File: src/rtl/page_sexa_arbiter_if.sv
`default_nettype none
// ============================================================================
//  Module      : page_sexa_arbiter_if
//  Description : Bundle of the six leaf packet inputs, the merged upstream
//                output and the status signals of page_sexa_arbiter.
//  Revision    : 1.0  initial release
// ============================================================================
interface page_sexa_arbiter_if #(
  parameter int PKT_W = 49
);
  logic [PKT_W-1:0] din_leaf_interface2bft_0;
  logic [PKT_W-1:0] din_leaf_interface2bft_1;
  logic [PKT_W-1:0] din_leaf_interface2bft_2;
  logic [PKT_W-1:0] din_leaf_interface2bft_3;
  logic [PKT_W-1:0] din_leaf_interface2bft_4;
  logic [PKT_W-1:0] din_leaf_interface2bft_5;
  logic [5:0]       port_en;
  logic             dout_ready;
  logic [PKT_W-1:0] dout_leaf_interface2bft;
  logic [2:0]       dout_port;
  logic             resend_0;
  logic             resend_1;
  logic             resend_2;
  logic             resend_3;
  logic             resend_4;
  logic             resend_5;
  logic [5:0]       full;
  logic [7:0]       drop_cnt;

  // Leaf side / upstream consumer: drives packets and flow control.
  modport master (
    output din_leaf_interface2bft_0, din_leaf_interface2bft_1,
           din_leaf_interface2bft_2, din_leaf_interface2bft_3,
           din_leaf_interface2bft_4, din_leaf_interface2bft_5,
           port_en, dout_ready,
    input  dout_leaf_interface2bft, dout_port,
           resend_0, resend_1, resend_2, resend_3, resend_4, resend_5,
           full, drop_cnt
  );

  // Arbiter side.
  modport slave (
    input  din_leaf_interface2bft_0, din_leaf_interface2bft_1,
           din_leaf_interface2bft_2, din_leaf_interface2bft_3,
           din_leaf_interface2bft_4, din_leaf_interface2bft_5,
           port_en, dout_ready,
    output dout_leaf_interface2bft, dout_port,
           resend_0, resend_1, resend_2, resend_3, resend_4, resend_5,
           full, drop_cnt
  );
endinterface
`default_nettype wire

File: src/rtl/page_sexa_arbiter.sv
`default_nettype none
// ============================================================================
//  Module      : page_sexa_arbiter
//  Description : Six-port round-robin packet merger. Each leaf port feeds a
//                small FIFO; one packet per cycle is granted into a registered
//                upstream output with valid/ready backpressure. Packets that
//                hit a full FIFO are dropped and flagged for resend.
//  Revision    : 1.0  initial release
// ============================================================================
module page_sexa_arbiter #(
  parameter int PKT_W      = 49,
  parameter int N_PORTS    = 6,
  parameter int FIFO_DEPTH = 2
) (
  input logic                clk,
  input logic                reset_n,
  page_sexa_arbiter_if.slave bus
);

  localparam int c_ptr_w = (FIFO_DEPTH > 1) ? $clog2(FIFO_DEPTH) : 1;
  localparam int c_cnt_w = $clog2(FIFO_DEPTH + 1);
  localparam logic [c_cnt_w-1:0] c_full_cnt  = c_cnt_w'(FIFO_DEPTH);
  localparam logic [c_ptr_w-1:0] c_last_ptr  = c_ptr_w'(FIFO_DEPTH - 1);
  localparam logic [2:0]         c_last_port = 3'(N_PORTS - 1);

  logic [PKT_W-1:0]   w_din  [N_PORTS];
  logic [PKT_W-1:0]   w_head [N_PORTS];
  logic [N_PORTS-1:0] w_push;
  logic [N_PORTS-1:0] w_pop;
  logic [N_PORTS-1:0] w_drop;
  logic [N_PORTS-1:0] w_empty;
  logic [N_PORTS-1:0] w_full;
  logic [N_PORTS-1:0] w_elig;
  logic               w_load;
  logic               w_found;
  logic [2:0]         w_grant;
  logic [PKT_W-1:0]   w_sel;
  logic [3:0]         w_drop_num;
  logic [8:0]         w_drop_sum;

  logic [PKT_W-1:0]   r_dout;
  logic [2:0]         r_dout_port;
  logic [2:0]         r_rr_ptr;
  logic [N_PORTS-1:0] r_resend;
  logic [7:0]         r_drop_cnt;

  assign w_din[0] = bus.din_leaf_interface2bft_0;
  assign w_din[1] = bus.din_leaf_interface2bft_1;
  assign w_din[2] = bus.din_leaf_interface2bft_2;
  assign w_din[3] = bus.din_leaf_interface2bft_3;
  assign w_din[4] = bus.din_leaf_interface2bft_4;
  assign w_din[5] = bus.din_leaf_interface2bft_5;

  // The output register may take a new packet when it is empty or drained.
  assign w_load = ~r_dout[PKT_W-1] | bus.dout_ready;
  assign w_elig = ~w_empty & bus.port_en;

  // ---------------------------------------------------------------------------
  // Per-port FIFO. A full FIFO still accepts a packet when its head is popped
  // in the same cycle, so a continuously drained port never drops.
  // ---------------------------------------------------------------------------
  generate
    for (genvar g = 0; g < N_PORTS; g++) begin : g_port
      logic [PKT_W-1:0]   r_mem [FIFO_DEPTH];
      logic [c_ptr_w-1:0] r_wr_ptr;
      logic [c_ptr_w-1:0] r_rd_ptr;
      logic [c_cnt_w-1:0] r_count;
      logic [c_cnt_w-1:0] w_count_next;
      logic               r_full;
      logic               w_valid;

      assign w_valid    = w_din[g][PKT_W-1];
      assign w_push[g]  = w_valid & (~r_full | w_pop[g]);
      assign w_drop[g]  = w_valid & r_full & ~w_pop[g];
      assign w_empty[g] = (r_count == '0);
      assign w_full[g]  = r_full;
      assign w_head[g]  = r_mem[r_rd_ptr];

      // Occupancy after this edge, used for the registered full flag.
      always_comb begin
        w_count_next = r_count;
        if (w_push[g] && !w_pop[g]) begin
          w_count_next = r_count + c_cnt_w'(1);
        end else if (!w_push[g] && w_pop[g]) begin
          w_count_next = r_count - c_cnt_w'(1);
        end
      end

      // Pointer, count and full-flag state.
      always_ff @(posedge clk or negedge reset_n) begin
        if (!reset_n) begin
          r_wr_ptr <= '0;
          r_rd_ptr <= '0;
          r_count  <= '0;
          r_full   <= 1'b0;
        end else begin
          if (w_push[g]) begin
            r_wr_ptr <= (r_wr_ptr == c_last_ptr) ? '0 : r_wr_ptr + c_ptr_w'(1);
          end
          if (w_pop[g]) begin
            r_rd_ptr <= (r_rd_ptr == c_last_ptr) ? '0 : r_rd_ptr + c_ptr_w'(1);
          end
          r_count <= w_count_next;
          r_full  <= (w_count_next == c_full_cnt);
        end
      end

      // Packet storage; contents are don't-care while the count says empty.
      always_ff @(posedge clk) begin
        if (w_push[g]) begin
          r_mem[r_wr_ptr] <= w_din[g];
        end
      end
    end
  endgenerate

  // Round-robin search: lowest eligible port at or above rr_ptr, else wrap.
  always_comb begin
    w_found = 1'b0;
    w_grant = r_rr_ptr;
    for (int p = N_PORTS - 1; p >= 0; p--) begin
      if (w_elig[p] && (3'(p) >= r_rr_ptr)) begin
        w_found = 1'b1;
        w_grant = 3'(p);
      end
    end
    if (!w_found) begin
      for (int p = N_PORTS - 1; p >= 0; p--) begin
        if (w_elig[p]) begin
          w_found = 1'b1;
          w_grant = 3'(p);
        end
      end
    end
  end

  // Pop the granted FIFO and pick its head for the output register.
  always_comb begin
    w_sel = '0;
    w_pop = '0;
    for (int p = 0; p < N_PORTS; p++) begin
      if (w_load && w_found && (w_grant == 3'(p))) begin
        w_pop[p] = 1'b1;
        w_sel    = w_head[p];
      end
    end
  end

  // Number of drops this cycle and the unsaturated running total.
  always_comb begin
    w_drop_num = '0;
    for (int p = 0; p < N_PORTS; p++) begin
      w_drop_num = w_drop_num + {3'b000, w_drop[p]};
    end
    w_drop_sum = {1'b0, r_drop_cnt} + {5'b00000, w_drop_num};
  end

  // Output register, round-robin pointer, resend pulses and drop counter.
  always_ff @(posedge clk or negedge reset_n) begin
    if (!reset_n) begin
      r_dout      <= '0;
      r_dout_port <= '0;
      r_rr_ptr    <= '0;
      r_resend    <= '0;
      r_drop_cnt  <= '0;
    end else begin
      r_resend   <= w_drop;
      r_drop_cnt <= (w_drop_sum > 9'd255) ? 8'hFF : w_drop_sum[7:0];
      if (w_load) begin
        if (w_found) begin
          r_dout      <= w_sel;
          r_dout_port <= w_grant;
          r_rr_ptr    <= (w_grant == c_last_port) ? 3'd0 : w_grant + 3'd1;
        end else begin
          r_dout <= '0;
        end
      end
    end
  end

  assign bus.dout_leaf_interface2bft = r_dout;
  assign bus.dout_port               = r_dout_port;
  assign bus.resend_0                = r_resend[0];
  assign bus.resend_1                = r_resend[1];
  assign bus.resend_2                = r_resend[2];
  assign bus.resend_3                = r_resend[3];
  assign bus.resend_4                = r_resend[4];
  assign bus.resend_5                = r_resend[5];
  assign bus.full                    = w_full;
  assign bus.drop_cnt                = r_drop_cnt;

endmodule
`default_nettype wire

File: src/flat_wrapper.sv
// flat-port wrapper written by rule: the top's interface ports become plain ports
module page_sexa_arbiter_flat 
#(
  parameter int PKT_W      = 49,
  parameter int N_PORTS    = 6,
  parameter int FIFO_DEPTH = 2
)
  (clk, reset_n, bus_din_leaf_interface2bft_0, bus_din_leaf_interface2bft_1, bus_din_leaf_interface2bft_2, bus_din_leaf_interface2bft_3, bus_din_leaf_interface2bft_4, bus_din_leaf_interface2bft_5, bus_port_en, bus_dout_ready, bus_dout_leaf_interface2bft, bus_dout_port, bus_resend_0, bus_resend_1, bus_resend_2, bus_resend_3, bus_resend_4, bus_resend_5, bus_full, bus_drop_cnt);
  page_sexa_arbiter_if #(.PKT_W(PKT_W)) bus_i ();
  input logic clk;
  input logic reset_n;
  input wire logic [$bits(bus_i.din_leaf_interface2bft_0)-1:0] bus_din_leaf_interface2bft_0;
  input wire logic [$bits(bus_i.din_leaf_interface2bft_1)-1:0] bus_din_leaf_interface2bft_1;
  input wire logic [$bits(bus_i.din_leaf_interface2bft_2)-1:0] bus_din_leaf_interface2bft_2;
  input wire logic [$bits(bus_i.din_leaf_interface2bft_3)-1:0] bus_din_leaf_interface2bft_3;
  input wire logic [$bits(bus_i.din_leaf_interface2bft_4)-1:0] bus_din_leaf_interface2bft_4;
  input wire logic [$bits(bus_i.din_leaf_interface2bft_5)-1:0] bus_din_leaf_interface2bft_5;
  input wire logic [$bits(bus_i.port_en)-1:0] bus_port_en;
  input wire logic [$bits(bus_i.dout_ready)-1:0] bus_dout_ready;
  output wire logic [$bits(bus_i.dout_leaf_interface2bft)-1:0] bus_dout_leaf_interface2bft;
  output wire logic [$bits(bus_i.dout_port)-1:0] bus_dout_port;
  output wire logic [$bits(bus_i.resend_0)-1:0] bus_resend_0;
  output wire logic [$bits(bus_i.resend_1)-1:0] bus_resend_1;
  output wire logic [$bits(bus_i.resend_2)-1:0] bus_resend_2;
  output wire logic [$bits(bus_i.resend_3)-1:0] bus_resend_3;
  output wire logic [$bits(bus_i.resend_4)-1:0] bus_resend_4;
  output wire logic [$bits(bus_i.resend_5)-1:0] bus_resend_5;
  output wire logic [$bits(bus_i.full)-1:0] bus_full;
  output wire logic [$bits(bus_i.drop_cnt)-1:0] bus_drop_cnt;
  assign bus_i.din_leaf_interface2bft_0 = bus_din_leaf_interface2bft_0;
  assign bus_i.din_leaf_interface2bft_1 = bus_din_leaf_interface2bft_1;
  assign bus_i.din_leaf_interface2bft_2 = bus_din_leaf_interface2bft_2;
  assign bus_i.din_leaf_interface2bft_3 = bus_din_leaf_interface2bft_3;
  assign bus_i.din_leaf_interface2bft_4 = bus_din_leaf_interface2bft_4;
  assign bus_i.din_leaf_interface2bft_5 = bus_din_leaf_interface2bft_5;
  assign bus_i.port_en = bus_port_en;
  assign bus_i.dout_ready = bus_dout_ready;
  assign bus_dout_leaf_interface2bft = bus_i.dout_leaf_interface2bft;
  assign bus_dout_port = bus_i.dout_port;
  assign bus_resend_0 = bus_i.resend_0;
  assign bus_resend_1 = bus_i.resend_1;
  assign bus_resend_2 = bus_i.resend_2;
  assign bus_resend_3 = bus_i.resend_3;
  assign bus_resend_4 = bus_i.resend_4;
  assign bus_resend_5 = bus_i.resend_5;
  assign bus_full = bus_i.full;
  assign bus_drop_cnt = bus_i.drop_cnt;
  page_sexa_arbiter #(.PKT_W(PKT_W), .N_PORTS(N_PORTS), .FIFO_DEPTH(FIFO_DEPTH)) u_core (.clk(clk), .reset_n(reset_n), .bus(bus_i));
endmodule
File: config.mk
export PLATFORM = sky130hd
export DESIGN_NAME = page_sexa_arbiter_flat
export DESIGN_NICKNAME = d
export VERILOG_FILES = /design/src/rtl/page_sexa_arbiter_if.sv /design/src/rtl/page_sexa_arbiter.sv /design/src/flat_wrapper.sv
export SDC_FILE = /design/constraint.sdc
export NUM_CORES = 1
export LEC_CHECK = 0
export CORE_MARGIN = 10
export CORE_UTILIZATION = 60
export CTS_CLUSTER_DIAMETER = 40
export DETAILED_ROUTE_END_ITERATION = 12
export PLACE_DENSITY = 0.86
export SYNTH_ARGS = -nofsm -noshare
export SYNTH_HDL_FRONTEND = slang
export SYNTH_SLANG_ARGS = --single-unit
File: constraint.sdc
create_clock -name clk -period 8.5 [get_ports clk]
set_input_delay 2.125 -clock clk [delete_from_list [all_inputs] [get_ports clk]]
set_output_delay 2.125 -clock clk [all_outputs]
set_load 0.05 [all_outputs]
==> impl_metrics.yaml <==
synthesis:
  synth_edf_count: 588
  synthesis.area_um2: 28640
  synth_top_area_cell: "edfxtp_1"
  synth_warnings: 0
  syn_inst: 1935
  async_reset_ff_share_pct: 14.41
  ys_ff_latch: 687
  netlist_top_cells_count: "edfxtp_1, mux2i_1, nand2_1"
  synth_area_per_cell_um2: 14.80
  synth_xor_area_share_pct: 0.6117
  synth_cell_type_count: 72
  synth_top_area_share_pct: 61.66
  yosys.area_share.simple_pct: 5.348
  synthMuxAreaShare_pct: 10.98
  synthMostInstantiatedCell: "edfxtp_1"
  yosysSeqAreaShare_pct: 70.31
  synth_top_family_by_area: "multiplexers"
  ys_top_cells_by_area: "edfxtp_1, mux2i_1, dfrtp_1, nand2_1, mux2_2"
  ys.flop_type: "edfxtp_1"
  syn-num-nets: 2257
  synth-compound-area-share_pct: 9.250
  synthAdderAreaFrac_pct: 0.9350
clock_network:
  cts_tree: "yes"
  hold_buffers: 0
  cts_sinks: 687
  clock_latency_ps: 620
  clock_path_buffers: 3
  clk_pin_slew_worst_paths_ps: 60
  cts_inserted_buffers: 81
  cts_root_buf: "clkbuf_16"
  postCtsSetupRepairBufs: 0
  ctsResizeCount: 0
  h-tree-depth: 3
setup_path:
  arrival_ps: 7850
  cp_cell_sequence: "clkdlybuf4s50_1 > nor4b_2 > a211oi_4 > nand3b_1 > or2_2 > a21oi_1 > inv_1 > ha_4 > o211ai_1 > a21oi_2 > nor3_1 > ha_1 > inv_1 > fa_1 > fa_1 > fa_1 > inv_1 > ha_1 > a21o_1 > a21oi_1 > nor2_1 > xnor2_1 > nand2_1"
  worst-path-max-fanout: 8
  cp-end-kind: "register"
  cp_slowest_cell: "fa_1"
  cp_top_family: "adder cells"
  worst-path-buf-inv: 4
  worstSetupPathType: "in2reg"
  cpPeakStageDelay_ps: 600
  worstPathRequired_ps: 8990
  start_kind: "input port"
power:
  power_frac_seq_pct: 34.1
  power.density_nw_per_um2: 432.5
  max-vdd-ir-drop_v: 0.0003382
  combPwrFrac_pct: 43.9
  p_clk_share_pct: 22.0
  p_sw_share_pct: 41.64
  leakagePower_uw: 0.01309
  p_int_uw: 8985
  p_switching_uw: 6410
sta:
  skew_ps: 22.09
  rsz0062_at_grt: "no"
  max_freq_ghz: 0.1358
  finalCriticalPeriod_ps: 7362
  worstMarginPinSlew_ps: 1087
  period_share_pct: 86.62
  setup_tns_ps: 0
  finalHoldViolCount: 0
  setup_viol: 0
  slew_violations: 0
  slew_headroom_pct: 27.36
placed_design:
  finalWeightedCongestion: 0.9052
  port-buffer-count: 374
  placed_cells: 2823
  dp.final_hpwl_um: 52890
outcome:
  status: "completed"
die:
  row_count: 79
  die_w_um: 238.5
  die_h_um: 238.5
  coreArea_um2: 46850
  start_util_pct: 61.12
  ios: 375
  dieArea_um2: 56870
layout:
  seqCellArea_um2: 20150
  finalNonFillerCells: 2978
  syn2layout_area_growth_pct: 24.29
  num-nets-final: 2621
  nFillCells: 2760
  multiInputGateArea_um2: 7878
  drive_gt1_share_pct: 10.96
run:
  drv_cap: 0
global_routing:
  grt_pass1_vias: 19600
  grt_pass1_wl_um: 120600
  grt_max_degree: 98
  grt_antenna_before_repair: 16
  overflow: 0
  grtUsageTotal_pct: 28.33
route:
  drtIter0Drc: 2296
  ant_nets: 0
  drt_wl_total_um: 81980
  avgRoutedWirePerCell_um: 27.53
  vias: 18930
  drc: 0
  firstDrtPassIters: 7
  vias_per_cell: 6.358
hold_path:
  hp-class: "reg2reg"
-- cell usage in the layout, fill, tap and decap left out, types with 41 or more instances in the layout --
cell type / n
dfrtp_1: 93
nand2_1: 216
a21oi_1: 65
o21ai_0: 60
clkdlybuf4s50_1: 373
nor2_1: 72
a221oi_1: 41
clkbuf_16: 83
o22ai_1: 50
a221o_1: 49
edfxtp_1: 588
o21ai_1: 51
mux2i_1: 259
mux2_2: 49
-- worst reg2reg max path: cells and delay by family (launching register included) --
| family | cells | cell delay (ps) |
|---|---|---|
| AOI/OAI and AO/OA | 6 | 1460 |
| xor gates and xnor gates | 1 | 170 |
| DFF | 1 | 680 |
| buffers and inverters | 3 | 310 |
| and+or+nand+nor | 6 | 1170 |
| adders and majority gates | 6 | 2200 |
-- power by group through the flow --
stage / logic [uW] / registers, uW / clock network (uW)
detailed placement: 6630 / 5270 / 0
finish: 6760 / 5250 / 3390
CTS: 6700 / 5230 / 3410
global placement: 6410 / 5220 / 0
floorplan: 4210 / 5410 / 0
global route: 7170 / 5310 / 3550
-- cells by family after synthesis --
logic type,after synthesis
and+or+nand+nor,358
muxes,308
buffers and inverters,170
adders and majority gates,19
AOI/OAI and AO/OA,373
xor gates and xnor gates,20
DFF,687
-- worst paths after layout --
path / endpoint / startpoint / cells after the start / slack, ps
worst max-delay path: u_core.bus.drop_cnt[5]$_DFF_PN0_ / bus_port_en[0] / 23 / 1140
worst min-delay path: u_core.bus.dout_leaf_interface2bft[4]$_DFFE_PN0N_ / u_core.bus.dout_leaf_interface2bft[4]$_DFFE_PN0N_ / 2 / 490
worst max register to register: u_core.bus.drop_cnt[5]$_DFF_PN0_ / u_core.r_rr_ptr[2]$_DFFE_PN0P_ / 22 / 2380
worst min register to register: u_core.bus.dout_leaf_interface2bft[4]$_DFFE_PN0N_ / u_core.bus.dout_leaf_interface2bft[4]$_DFFE_PN0N_ / 2 / 490
max in group asynchronous: u_core.g_port[3].r_rd_ptr$_DFFE_PN0N_ / reset_n / 2 / 5530
min in group asynchronous: u_core.bus.dout_leaf_interface2bft[30]$_DFFE_PN0N_ / reset_n / 1 / 1490
-- area by class of cell --
class | count | area share (%)
antenna | 8 | 0.05625
clock buffer | 103 | 6.075
clock inverter | 44 | 1.280
inverter | 40 | 0.4254
multi-input combinational | 1078 | 22.13
sequential | 687 | 56.61
tap | 607 | 2.134
timing repair buffer | 411 | 11.29
-- per-layer routing --
layer | global-route usage, % | part of all wire [%]
met1 | 33.99 | 35
met2 | 47.61 | 50
met3 | 6.305 | 9.8
met4 | 14.54 | 4.5
met5 | 0 | 0.12
-- through the flow --
| step | area [um2] | total power, uW | utilization, % | worst slack, ps | hold slack (ps) |
|---|---|---|---|---|---|
| final | 35590 | 15390 | 75.97 | 1138 | 486.2 |
| after CTS | 35570 | 15330 | 75.92 | 1231 | 487.6 |
| after global placement | 32950 | 11630 | 70.34 | 814.9 | 473.9 |
| after detailed placement | 32950 | 11900 | 70.34 | 632.1 | 476.3 |
| after floorplan | 28640 | 9621 | - | 1441 | 460.2 |
| after global routing | 35590 | 16030 | 75.97 | 937.6 | 510.0 |
-- flip-flops by register name, indices dropped and copies added, names as in the netlist --
signal / flops
u_core.bus.dout_leaf_interface2bft: 49
u_core.bus.drop_cnt: 8
u_core.g_port.r_count: 12
u_core.r_rr_ptr: 3
u_core.g_port.r_wr_ptr: 6
u_core.g_port.r_rd_ptr: 6
u_core.g_port.r_mem: 588
u_core.bus.dout_port: 3
u_core.g_port.r_full: 6
u_core.r_resend: 6
(Power assumes the default switching activity.)
